`config.mk`:
```
export PLATFORM = sky130hd
export DESIGN_NAME = dnn_event_capture
export DESIGN_NICKNAME = d
export VERILOG_FILES = /design/src/rtl/dnn_event_capture_pkg.sv /design/src/rtl/dnn_event_capture_fifo.sv /design/src/rtl/dnn_event_capture.sv
export SDC_FILE = /design/constraint.sdc
export NUM_CORES = 1
export LEC_CHECK = 0
export ABC_AREA = 1
export CORE_ASPECT_RATIO = 1.25
export CORE_UTILIZATION = 35
export CTS_CLUSTER_DIAMETER = 120
export CTS_CLUSTER_SIZE = 25
export DETAILED_ROUTE_END_ITERATION = 8
export PLACE_DENSITY = 0.56
export SLEW_MARGIN = 10
export SYNTH_ARGS = -nofsm -noshare
export SYNTH_HDL_FRONTEND = slang
export SYNTH_SLANG_ARGS = --single-unit
export TNS_END_PERCENT = 30
```
`constraint.sdc`:
```
create_clock -name S_AXI_ACLK -period 12.2 [get_ports S_AXI_ACLK]
set_input_delay 3.66 -clock S_AXI_ACLK [delete_from_list [all_inputs] [get_ports S_AXI_ACLK]]
set_output_delay 3.66 -clock S_AXI_ACLK [all_outputs]
set_load 0.1 [all_outputs]
```
`src/rtl/dnn_event_capture_pkg.sv`:
```
`default_nettype none
// ============================================================================
//  Module      : dnn_event_capture_pkg
//  Description : Shared types and constants for the DUT result-pin event
//                capture stage: event word layout, FSM encoding and pin
//                indices inside the synchroniser vector.
//  Revision    : 1.0 - initial release
// ============================================================================
package dnn_event_capture_pkg;

   // Width of the timestamp field inside an event word
   localparam int TS_MAX_WIDTH = 27;
   localparam int WORD_WIDTH   = 32;

   // Bit positions inside an event word
   localparam int BIT_MARKER = 31;
   localparam int BIT_UP     = 30;
   localparam int BIT_DN     = 29;
   localparam int BIT_DNN1   = 28;
   localparam int BIT_DNN0   = 27;

   // Pin order inside the synchroniser vector
   localparam int NUM_PINS = 4;
   localparam int PIN_DN   = 0;
   localparam int PIN_UP   = 1;
   localparam int PIN_DNN0 = 2;
   localparam int PIN_DNN1 = 3;

   typedef enum logic [1:0] {
      IDLE = 2'd0,
      ARM  = 2'd1,
      RUN  = 2'd2
   } state_t;

   typedef struct packed {
      logic                    marker;
      logic                    up;
      logic                    dn;
      logic                    dnn1;
      logic                    dnn0;
      logic [TS_MAX_WIDTH-1:0] ts;
   } event_word_t;

endpackage
`default_nettype wire

```
`src/rtl/dnn_event_capture_fifo.sv`:
```
`default_nettype none
// ============================================================================
//  Module      : evt_sync_fifo
//  Description : Single-clock first-word-fall-through FIFO. The head word is
//                presented on o_pop_data whenever o_valid is high. A push
//                while full is accepted only if a pop happens in the same
//                cycle; otherwise it is dropped and flagged on o_drop.
//  Ports       : clk, rst (async, active-high), i_flush (sync empty),
//                i_push/i_push_data, i_pop, o_pop_data, o_valid, o_count,
//                o_full, o_push_ok (push accepted), o_drop (push dropped).
//  Revision    : 1.0 - initial release
// ============================================================================
module evt_sync_fifo #(
   parameter int WIDTH = 32,
   parameter int DEPTH = 16
) (
   input  logic                     clk,
   input  logic                     rst,
   input  logic                     i_flush,
   input  logic                     i_push,
   input  logic [WIDTH-1:0]         i_push_data,
   input  logic                     i_pop,
   output logic [WIDTH-1:0]         o_pop_data,
   output logic                     o_valid,
   output logic [$clog2(DEPTH):0]   o_count,
   output logic                     o_full,
   output logic                     o_push_ok,
   output logic                     o_drop
);

   localparam int AW = $clog2(DEPTH);

   logic [WIDTH-1:0] r_mem [DEPTH];
   logic [AW-1:0]    r_wr_ptr;
   logic [AW-1:0]    r_rd_ptr;
   logic [AW:0]      r_count;

   logic w_empty;
   logic w_full;
   logic w_pop_ok;
   logic w_push_ok;

   assign w_empty   = (r_count == '0);
   assign w_full    = (r_count == (AW+1)'(DEPTH));
   // Pop while empty is ignored; a pop frees the slot a full push needs
   assign w_pop_ok  = i_pop && !w_empty;
   assign w_push_ok = i_push && (!w_full || w_pop_ok);

   // DEPTH is a power of two, so the pointers wrap on their own
   always_ff @(posedge clk or posedge rst) begin
      if (rst) begin
         r_wr_ptr <= '0;
         r_rd_ptr <= '0;
         r_count  <= '0;
      end else if (i_flush) begin
         r_wr_ptr <= '0;
         r_rd_ptr <= '0;
         r_count  <= '0;
      end else begin
         if (w_push_ok) r_wr_ptr <= r_wr_ptr + 1'b1;
         if (w_pop_ok)  r_rd_ptr <= r_rd_ptr + 1'b1;
         case ({w_push_ok, w_pop_ok})
            2'b10:   r_count <= r_count + 1'b1;
            2'b01:   r_count <= r_count - 1'b1;
            default: r_count <= r_count;
         endcase
      end
   end

   // Storage needs no reset: unread slots are never exposed
   always_ff @(posedge clk) begin
      if (w_push_ok && !i_flush) r_mem[r_wr_ptr] <= i_push_data;
   end

   assign o_valid    = !w_empty;
   assign o_pop_data = w_empty ? '0 : r_mem[r_rd_ptr];
   assign o_count    = r_count;
   assign o_full     = w_full;
   assign o_push_ok  = w_push_ok && !i_flush;
   assign o_drop     = i_push && !w_push_ok && !i_flush;

endmodule
`default_nettype wire

```
`src/rtl/dnn_event_capture.sv`:
```
`default_nettype none
// ============================================================================
//  Module      : dnn_event_capture
//  Description : Synchronises the DUT result pins, converts dn/up toggle
//                transitions into timestamped 32-bit event words and queues
//                them in an FWFT FIFO drained by the AXI register block.
//  Ports       : S_AXI_ACLK, S_AXI_ARESET (async, active-high), enable,
//                clear, dn_event_toggle, up_event_toggle, dnn_output_0,
//                dnn_output_1, rd_en -> rd_data, rd_valid, fifo_count,
//                fifo_full, overflow_cnt, event_cnt, state.
//  Options     : `define DNN_EVENT_CAPTURE_WRAP_MARKER_EN to push a marker
//                word each time the running timestamp wraps to zero.
//  Revision    : 1.0 - initial release
// ============================================================================
module dnn_event_capture
   import dnn_event_capture_pkg::*;
#(
   parameter int TS_WIDTH    = 24,
   parameter int FIFO_DEPTH  = 16,
   parameter int SYNC_STAGES = 2
) (
   input  logic                          S_AXI_ACLK,
   input  logic                          S_AXI_ARESET,
   input  logic                          enable,
   input  logic                          clear,
   input  logic                          dn_event_toggle,
   input  logic                          up_event_toggle,
   input  logic                          dnn_output_0,
   input  logic                          dnn_output_1,
   input  logic                          rd_en,
   output logic [31:0]                   rd_data,
   output logic                          rd_valid,
   output logic [$clog2(FIFO_DEPTH):0]   fifo_count,
   output logic                          fifo_full,
   output logic [15:0]                   overflow_cnt,
   output logic [31:0]                   event_cnt,
   output logic [1:0]                    state
);

   logic clk;
   logic rst;
   assign clk = S_AXI_ACLK;
   assign rst = S_AXI_ARESET;

   // ---------------------------------------------------------------- sync
   logic [NUM_PINS-1:0] w_pins;
   logic [NUM_PINS-1:0] r_sync [SYNC_STAGES];
   logic [NUM_PINS-1:0] w_synced;

   assign w_pins = {dnn_output_1, dnn_output_0, up_event_toggle, dn_event_toggle};

   always_ff @(posedge clk or posedge rst) begin
      if (rst) begin
         for (int i = 0; i < SYNC_STAGES; i++) r_sync[i] <= '0;
      end else begin
         r_sync[0] <= w_pins;
         for (int i = 1; i < SYNC_STAGES; i++) r_sync[i] <= r_sync[i-1];
      end
   end

   assign w_synced = r_sync[SYNC_STAGES-1];

   // History always follows the synced toggles. That covers tracking in
   // IDLE, the reload in ARM and the reload on clear in RUN: a toggle is
   // only ever seen as an event in the first RUN cycle it appears in.
   logic [1:0] r_hist;

   always_ff @(posedge clk or posedge rst) begin
      if (rst) r_hist <= '0;
      else     r_hist <= {w_synced[PIN_UP], w_synced[PIN_DN]};
   end

   // ----------------------------------------------------------------- FSM
   state_t r_state;
   state_t w_state_next;
   logic   w_run;

   always_ff @(posedge clk or posedge rst) begin
      if (rst) r_state <= IDLE;
      else     r_state <= w_state_next;
   end

   always_comb begin
      w_state_next = r_state;
      if (!clear) begin
         case (r_state)
            IDLE:    w_state_next = enable ? ARM : IDLE;
            ARM:     w_state_next = enable ? RUN : IDLE;
            RUN:     w_state_next = enable ? RUN : IDLE;
            default: w_state_next = IDLE;
         endcase
      end
   end

   always_comb begin
      w_run = (r_state == RUN);
      state = r_state;
   end

   // ----------------------------------------------------------- timestamp
   logic [TS_WIDTH-1:0] r_ts;

   always_ff @(posedge clk or posedge rst) begin
      if (rst)                  r_ts <= '0;
      else if (clear)           r_ts <= '0;
      else if (w_run && enable) r_ts <= r_ts + 1'b1;
      else                      r_ts <= '0;
   end

   // ------------------------------------------------------ event building
   logic        w_dn_tgl;
   logic        w_up_tgl;
   logic        w_detect;
   logic        w_push;
   event_word_t w_word;

   assign w_dn_tgl = w_synced[PIN_DN] ^ r_hist[0];
   assign w_up_tgl = w_synced[PIN_UP] ^ r_hist[1];
   assign w_detect = w_run && (w_dn_tgl || w_up_tgl) && !clear;

`ifdef DNN_EVENT_CAPTURE_WRAP_MARKER_EN
   logic w_wrap;
   // The counter rolls to zero at the end of this cycle
   assign w_wrap = w_run && enable && !clear && (r_ts == {TS_WIDTH{1'b1}});
`endif

   always_comb begin
      w_word        = '0;
      w_word.up     = w_up_tgl;
      w_word.dn     = w_dn_tgl;
      w_word.dnn1   = w_synced[PIN_DNN1];
      w_word.dnn0   = w_synced[PIN_DNN0];
      w_word.ts     = TS_MAX_WIDTH'(r_ts);
      w_push        = w_detect;
`ifdef DNN_EVENT_CAPTURE_WRAP_MARKER_EN
      // One write port: a coincident toggle rides along in the marker
      if (w_wrap) begin
         w_word.marker = 1'b1;
         w_word.dnn1   = 1'b0;
         w_word.dnn0   = 1'b0;
         w_word.ts     = '0;
         w_push        = 1'b1;
      end
`endif
   end

   // One register stage between detection and the FIFO write port
   logic        r_push;
   event_word_t r_word;

   always_ff @(posedge clk or posedge rst) begin
      if (rst) begin
         r_push <= 1'b0;
         r_word <= '0;
      end else if (clear) begin
         r_push <= 1'b0;
         r_word <= '0;
      end else begin
         r_push <= w_push;
         r_word <= w_word;
      end
   end

   // ---------------------------------------------------------------- FIFO
   logic w_push_ok;
   logic w_drop;

   evt_sync_fifo #(
      .WIDTH (WORD_WIDTH),
      .DEPTH (FIFO_DEPTH)
   ) u_fifo (
      .clk         (clk),
      .rst         (rst),
      .i_flush     (clear),
      .i_push      (r_push),
      .i_push_data (r_word),
      .i_pop       (rd_en),
      .o_pop_data  (rd_data),
      .o_valid     (rd_valid),
      .o_count     (fifo_count),
      .o_full      (fifo_full),
      .o_push_ok   (w_push_ok),
      .o_drop      (w_drop)
   );

   // ------------------------------------------------------------ counters
   logic [15:0] r_overflow_cnt;
   logic [31:0] r_event_cnt;

   always_ff @(posedge clk or posedge rst) begin
      if (rst) begin
         r_overflow_cnt <= '0;
         r_event_cnt    <= '0;
      end else if (clear) begin
         r_overflow_cnt <= '0;
         r_event_cnt    <= '0;
      end else begin
         if (w_push_ok) r_event_cnt <= r_event_cnt + 1'b1;
         if (w_drop && (r_overflow_cnt != 16'hFFFF))
            r_overflow_cnt <= r_overflow_cnt + 1'b1;
      end
   end

   assign overflow_cnt = r_overflow_cnt;
   assign event_cnt    = r_event_cnt;

endmodule
`default_nettype wire
```
==> run_results.csv, run 1 <==
group,metric,value,unit
grt,antenna_found_initial,0,
clock_tree,clock_latency,0.60,ns
pwr,switching_share,29.5,%
detailed_routing,drtPass1Iterations,5,
yosys,ys.flop_type,"edfxtp_1",
critical_path,worstPathCellList,"buf_4 -> buf_4 -> nand2_1 -> nand3_1 -> nand3_1 -> nand2_1 -> nand2_1 -> a21oi_1 -> clkdlybuf4s50_1",
clock_tree,cts_buffers,27,
detailed_routing,met2_length,31300,µm
detailed_routing,vias,17000,
die,start_util,35.4,%
yosys,synth.avg_cell_area,10.3,µm²
clock_tree,clock-sinks,574,
clock_tree,clockBufferDepth,3,
clock_tree,cts_tree,"yes",
grt,first_global_vias,16500,
timing,post-route-min-period,9.01,ns
timing,drv_slew,0,
die,core,69600,µm²
cells_and_area,final_cell_mix,"822 x nand2_1, 448 x edfxtp_1, 417 x nand3_1, 160 x nor2_1, 123 x dfrtp_1",
cells_and_area,final_common_cell,"nand2_1",
placed_design,dp_cells,3331,
cells_and_area,diodes,0,
cells_and_area,drive_gt1_share,4.37,%
grt,grt_pass1_wl,97400,µm
placed_design,port_buffers,93,
pwr,p_seq_share,56.1,%
pwr,vdd_drop_max,100,µV
pwr,power_leakage,10.1,nW
yosys,netlist-cell-type-count,40,
clock_tree,htreeDepth,1,
pwr,p_switching,1.12,mW
timing,final.period_utilization,73.9,%
pwr,total_power,3.78,mW
die,io_pins,98,
timing,finalClockSkew,0.0172,ns
timing,finalHoldViolCount,0,
job,cap_violations,0,
critical_path,cp_max_fo,110,
yosys,yosysWarnings,0,
clock_tree,root_buffer,"clkbuf_16",
die,die_w,239,µm
yosys,syn_area,24700,µm²
timing,worst_pin_slew,1.24,ns
yosys,seq_area_frac_synth,67.3,%
die,std_cell_rows,108,
clock_tree,postCtsSetupBuffers,0,
clock_tree,hold_buffers,0,
detailed_routing,routed.top_layer,"met4",
pwr,combPwrFrac,16.4,%
detailed_routing,route.met3.wl,3480,µm
placed_design,dp_hpwl,34300,µm
pwr,p_clk_share,27.5,%
grt,grt_util_all_layers,17.7,%
placed_design,gp_congestion,0.828,
yosys,ys_ff_latch,574,
critical_path,critPathArrivalTime,5.35,ns
detailed_routing,met1_length,27200,µm
cells_and_area,area_growth,10.6,%
clock_tree,cts-resized-gates,0,
cells_and_area,stdcell_count,3381,
pwr,p_int,2.67,mW
outcome,status,"complete, no violations",
critical_path,critical_path_class,"reg2out",
clock_tree,clk_pin_slew_worst_paths,0.10,ns
detailed_routing,wl,63400,µm
critical_path,crit_path_max_incr_delay,1.23,ns
yosys,synthCells,2390,
timing,setup_viol,0,
yosys,yosysTopAreaCell,"edfxtp_1",
critical_path,worstPathRequired,8.54,ns
yosys,synthArstFlopShare,22.0,%
timing,rsz0062_at_grt,"false",
grt,grt-ovfl-total,0,
timing,fmax,0.111,GHz
detailed_routing,wire_per_inst,18.8,µm
yosys,synthTopCellsByArea,"edfxtp_1 55%, dfrtp_1 13%, nand2_1 13%",
worst_hold_path,holdCritPathClass,"reg2reg",
die,die_height,299,µm
cells_and_area,fin_area,27300,µm²
detailed_routing,routed_via_density,5.02,
placed_design,place_ws,3.85,ns
critical_path,critPathSlowestCell,"clkdlybuf4s50_1",
cells_and_area,nNetsFinal,2449,
yosys,synth_top_area_share,54.5,%
timing,slew_headroom,17.5,%
timing,tns,0,ns
grt,grt_max_degree,144,
critical_path,cp_common_cell,"nand2_1",
detailed_routing,drc,0,
pwr,powerDensity,139,nW/µm²
timing,layout_setup_ws,3.19,ns
detailed_routing,ant_nets,0,
critical_path,start_kind,"flop",
yosys,synth_edf_count,448,
die,dieArea,71600,µm²
detailed_routing,drt_iter0_drc,1163,
placed_design,place_area,26500,µm²
critical_path,end_kind,"output pin",
[area by class of cell]
cell class,instances,area (µm²)
tap,935,1170
timing repair buffer,121,1140
fill,6729,42300
multi-input combinational,1594,7160
sequential,574,16600
inverter,107,415
clock buffer,47,751
clock inverter,3,41.3
[Yosys cell counts (2+ instances only)]
| cell | number |
|---|---|
| buf_6 | 5 |
| nor3b_1 | 2 |
| buf_4 | 21 |
| nand3_1 | 417 |
| dfrtp_1 | 126 |
| nand3_2 | 3 |
| buf_2 | 57 |
| o21bai_1 | 2 |
| edfxtp_1 | 448 |
| inv_2 | 5 |
| a21oi_1 | 51 |
| nand2_1 | 822 |
| nor2_2 | 8 |
| o21a_1 | 2 |
| nor3_1 | 6 |
| nand4_1 | 26 |
| xnor2_1 | 6 |
| xor2_1 | 10 |
| buf_1 | 13 |
| nand2_2 | 3 |
| ha_1 | 14 |
| clkbuf_1 | 22 |
| o21ai_0 | 29 |
| nor2_1 | 176 |
| inv_1 | 100 |
| nor2_4 | 2 |
[routing by layer]
layer	vias to the layer above	GRT usage [%]
li1	8113	-
met1	8301	23.5
met2	477	30.6
met3	83	1.88
met4	0	4.67
met5	-	0
[cells by family after synthesis]
group	after synthesis	synth area share, %
AO/OA/AOI/OAI	88	1.87
XOR/XNOR	16	0.568
adder cells (fa/ha/maj)	15	0.791
buffers and inverters	225	4.19
flip-flops	574	67.3
other	1	0.0152
AND/OR/NAND/NOR	1471	25.2
[power by group through the flow]
stage / Sequential (mW) / Clock, mW / Combinational [mW]
6_report: 2.12 / 1.04 / 0.620
5_1_grt: 2.13 / 1.14 / 0.674
3_3_place_gp: 2.17 / 0 / 0.617
4_1_cts: 2.12 / 1.07 / 0.626
3_5_place_dp: 2.17 / 0 / 0.625
2_1_floorplan: 2.17 / 0 / 0.480
[worst max-delay path: cells and delay by family, from the launching register on]
| family | cells | cell delay [ns] |
|---|---|---|
| AOI/OAI and AO/OA | 1 | 0.37 |
| buffers and inverters | 3 | 2.85 |
| and+or+nand+nor | 5 | 0.51 |
| DFF | 1 | 0.88 |
[state kept, by name, indices dropped and copies added, names as in the netlist]
name             count
event_cnt           32
u_fifo.r_mem       448
u_fifo.r_rd_ptr      4
r_hist               2
r_push               1
r_word              28
state                2
u_fifo.o_count       5
u_fifo.r_wr_ptr      4
r_sync               4
r_ts                24
w_synced             4
overflow_cnt        16
[per-stage QoR]
step	hold WS, ns	utilization, %
2_1_floorplan	0.331	-
3_3_place_gp	0.336	38.1
3_5_place_dp	0.346	38.1
4_1_cts	0.369	39.2
5_1_grt	0.377	39.2
6_report	0.368	39.2
[worst paths after layout]
check / startpoint / end / slack, ns / depth (start not counted)
max: u_fifo.r_rd_ptr[0] / rd_data[23] / 3.19 / 9
min: r_sync[7] / w_synced[3] / 0.37 / 0
max reg2reg: u_fifo.o_count[1] / u_fifo.r_mem[7][3] / 9.14 / 7
min reg2reg: r_sync[7] / w_synced[3] / 0.37 / 0
max in group asynchronous: S_AXI_ARESET / u_fifo.r_rd_ptr[0] / 7.30 / 3
min in group asynchronous: S_AXI_ARESET / event_cnt[31] / 3.50 / 2
Power figures use the tool's default switching activity.
==> run 2: changes to the inputs <==
- clock period: 12.2 -> 8.5 ns (I/O delays scaled with it)
==> run 2 against run 1 <==
Cell count is essentially flat. Utilization is essentially flat. Sequential cell count is the same. Worst setup slack lost 1.6 ns. Via count shrank 0.11%. Total power grew 44%. Sequential share of layout area is essentially flat. Die area is the same. Critical endpoint is now rd_data[28].
==> run_results.csv, run 2 (synthesis results as in run 1) <==
group,metric,value,unit
cells_and_area,largest_reg_flops,448,
detailed_routing,wl,65000,µm
cells_and_area,n_fill_cell,6779,
detailed_routing,routed.top_layer,"met4",
cells_and_area,regMostFlops,"u_fifo.r_mem",
clock_tree,hold_buffers,0,
cells_and_area,area_growth,10.7,%
timing,slew_headroom,24.6,%
clock_tree,clk_pin_slew_worst_paths,0.10,ns
clock_tree,clock-sinks,574,
timing,drv_slew,0,
detailed_routing,met2_length,32100,µm
timing,finalClockSkew,0.0276,ns
grt,first_global_vias,16800,
detailed_routing,wire_per_inst,19.2,µm
die,io_pins,98,
pwr,vdd_drop_max,238,µV
critical_path,cp_common_cell,"nand2_1",
die,start_util,35.4,%
grt,grt_pass1_wl,99700,µm
grt,grt-ovfl-total,0,
clock_tree,clockBufferDepth,3,
critical_path,critPathSlowestCell,"clkdlybuf4s50_1",
timing,tns,0,ns
die,core,69600,µm²
critical_path,critical_path_class,"reg2out",
grt,grt_util_all_layers,18.1,%
critical_path,worstPathCellList,"inv_6 -> buf_4 -> nand2_1 -> nand3_1 -> nand3_1 -> nand2_1 -> nand2_1 -> a21oi_1 -> clkdlybuf4s50_1",
clock_tree,cts_buffers,27,
clock_tree,htreeDepth,1,
placed_design,port_buffers,93,
timing,worst_pin_slew,1.13,ns
timing,fmax,0.145,GHz
grt,antenna_found_initial,0,
clock_tree,root_buffer,"clkbuf_16",
die,die_height,299,µm
critical_path,cp_max_fo,127,
outcome,status,"complete, no violations",
timing,final.period_utilization,81.1,%
cells_and_area,multi_input_area,7160,µm²
detailed_routing,met1_length,27500,µm
clock_tree,postCtsSetupBuffers,0,
timing,post-route-min-period,6.89,ns
detailed_routing,routed_via_density,5.02,
die,dieArea,71600,µm²
detailed_routing,drt_iter0_drc,1384,
cells_and_area,seq_area,16600,µm²
clock_tree,cts-resized-gates,0,
pwr,powerDensity,199,nW/µm²
job,cap_violations,0,
die,std_cell_rows,108,
detailed_routing,vias,17000,
timing,rsz0062_at_grt,"false",
cells_and_area,drive_gt1_share,4.34,%
die,die_w,239,µm
grt,grt_max_degree,227,
clock_tree,cts_tree,"yes",
clock_tree,clock_latency,0.60,ns
critical_path,crit_path_max_incr_delay,1.21,ns
detailed_routing,ant_nets,0,
critical_path,end_kind,"output pin",
cells_and_area,fin_util,39.2,%
critical_path,start_kind,"flop",
critical_path,path_buf_inv,3,
critical_path,cp_top_family,"buffers and inverters",
cells_and_area,final_common_cell,"nand2_1",
detailed_routing,route.met3.wl,3620,µm
worst_hold_path,holdCritPathClass,"reg2reg",
timing,finalHoldViolCount,0,
critical_path,worstPathRequired,5.95,ns
cells_and_area,nNetsFinal,2449,
critical_path,critPathArrivalTime,4.34,ns
pwr,power_leakage,10.1,nW
cells_and_area,final_cell_mix,"822 x nand2_1, 448 x edfxtp_1, 417 x nand3_1, 160 x nor2_1, 123 x dfrtp_1",
detailed_routing,drtPass1Iterations,7,
timing,setup_viol,0,
placed_design,dp_hpwl,35700,µm
cells_and_area,diodes,0,
detailed_routing,drc,0,
placed_design,gp_congestion,0.855,
==> run 2: final cells by class <==
| cell class | count | share of cell area (%) |
|---|---|---|
| well taps | 935 | 4.29 |
| repair buffers | 121 | 4.25 |
| inverters | 107 | 1.52 |
| multi-input cells | 1594 | 26.2 |
| clock inverters | 2 | 0.105 |
| flip-flops and latches | 574 | 60.9 |
| clock buffers | 47 | 2.75 |
==> run 2: path summary, 6_finish.rpt <==
kind,slack [ns],start,cells after the start,end
worst min register to register,0.36,r_sync[6],0,w_synced[2]
min in group asynchronous,2.39,S_AXI_ARESET,2,overflow_cnt[11]
worst max register to register,5.17,u_fifo.o_count[1],7,u_fifo.r_mem[5][7]
max in group asynchronous,4.77,S_AXI_ARESET,3,r_word[17]
worst min-delay path,0.36,r_sync[6],0,w_synced[2]
worst max-delay path,1.61,u_fifo.r_rd_ptr[0],9,rd_data[28]
==> run 2: report_power, final <==
part           leakage, nW  total (mW)  switching (mW)  internal [mW]
sequential            5.87        3.03          0.0188           3.01
combinational         3.89       0.918           0.712          0.205
clock                0.371        1.50           0.884          0.614
==> run 2: layer usage <==
metal  up-vias  GRT usage (%)
li1       8120              -
met1      8249           23.8
met2       497           31.4
met3        90           2.25
met4         0           5.31
met5         -              0
==> run 2: through the flow <==
step	hold WS [ns]	setup WS (ns)	power, mW	area [µm²]	cells
2_1_floorplan	0.331	2.51	3.81	24700	2393
3_3_place_gp	0.333	2.29	4.01	26500	3331
3_5_place_dp	0.341	2.21	4.02	26500	3331
4_1_cts	0.365	1.55	5.50	27300	3380
5_1_grt	0.369	1.37	5.65	27300	3380
6_report	0.364	1.61	5.45	27300	3380
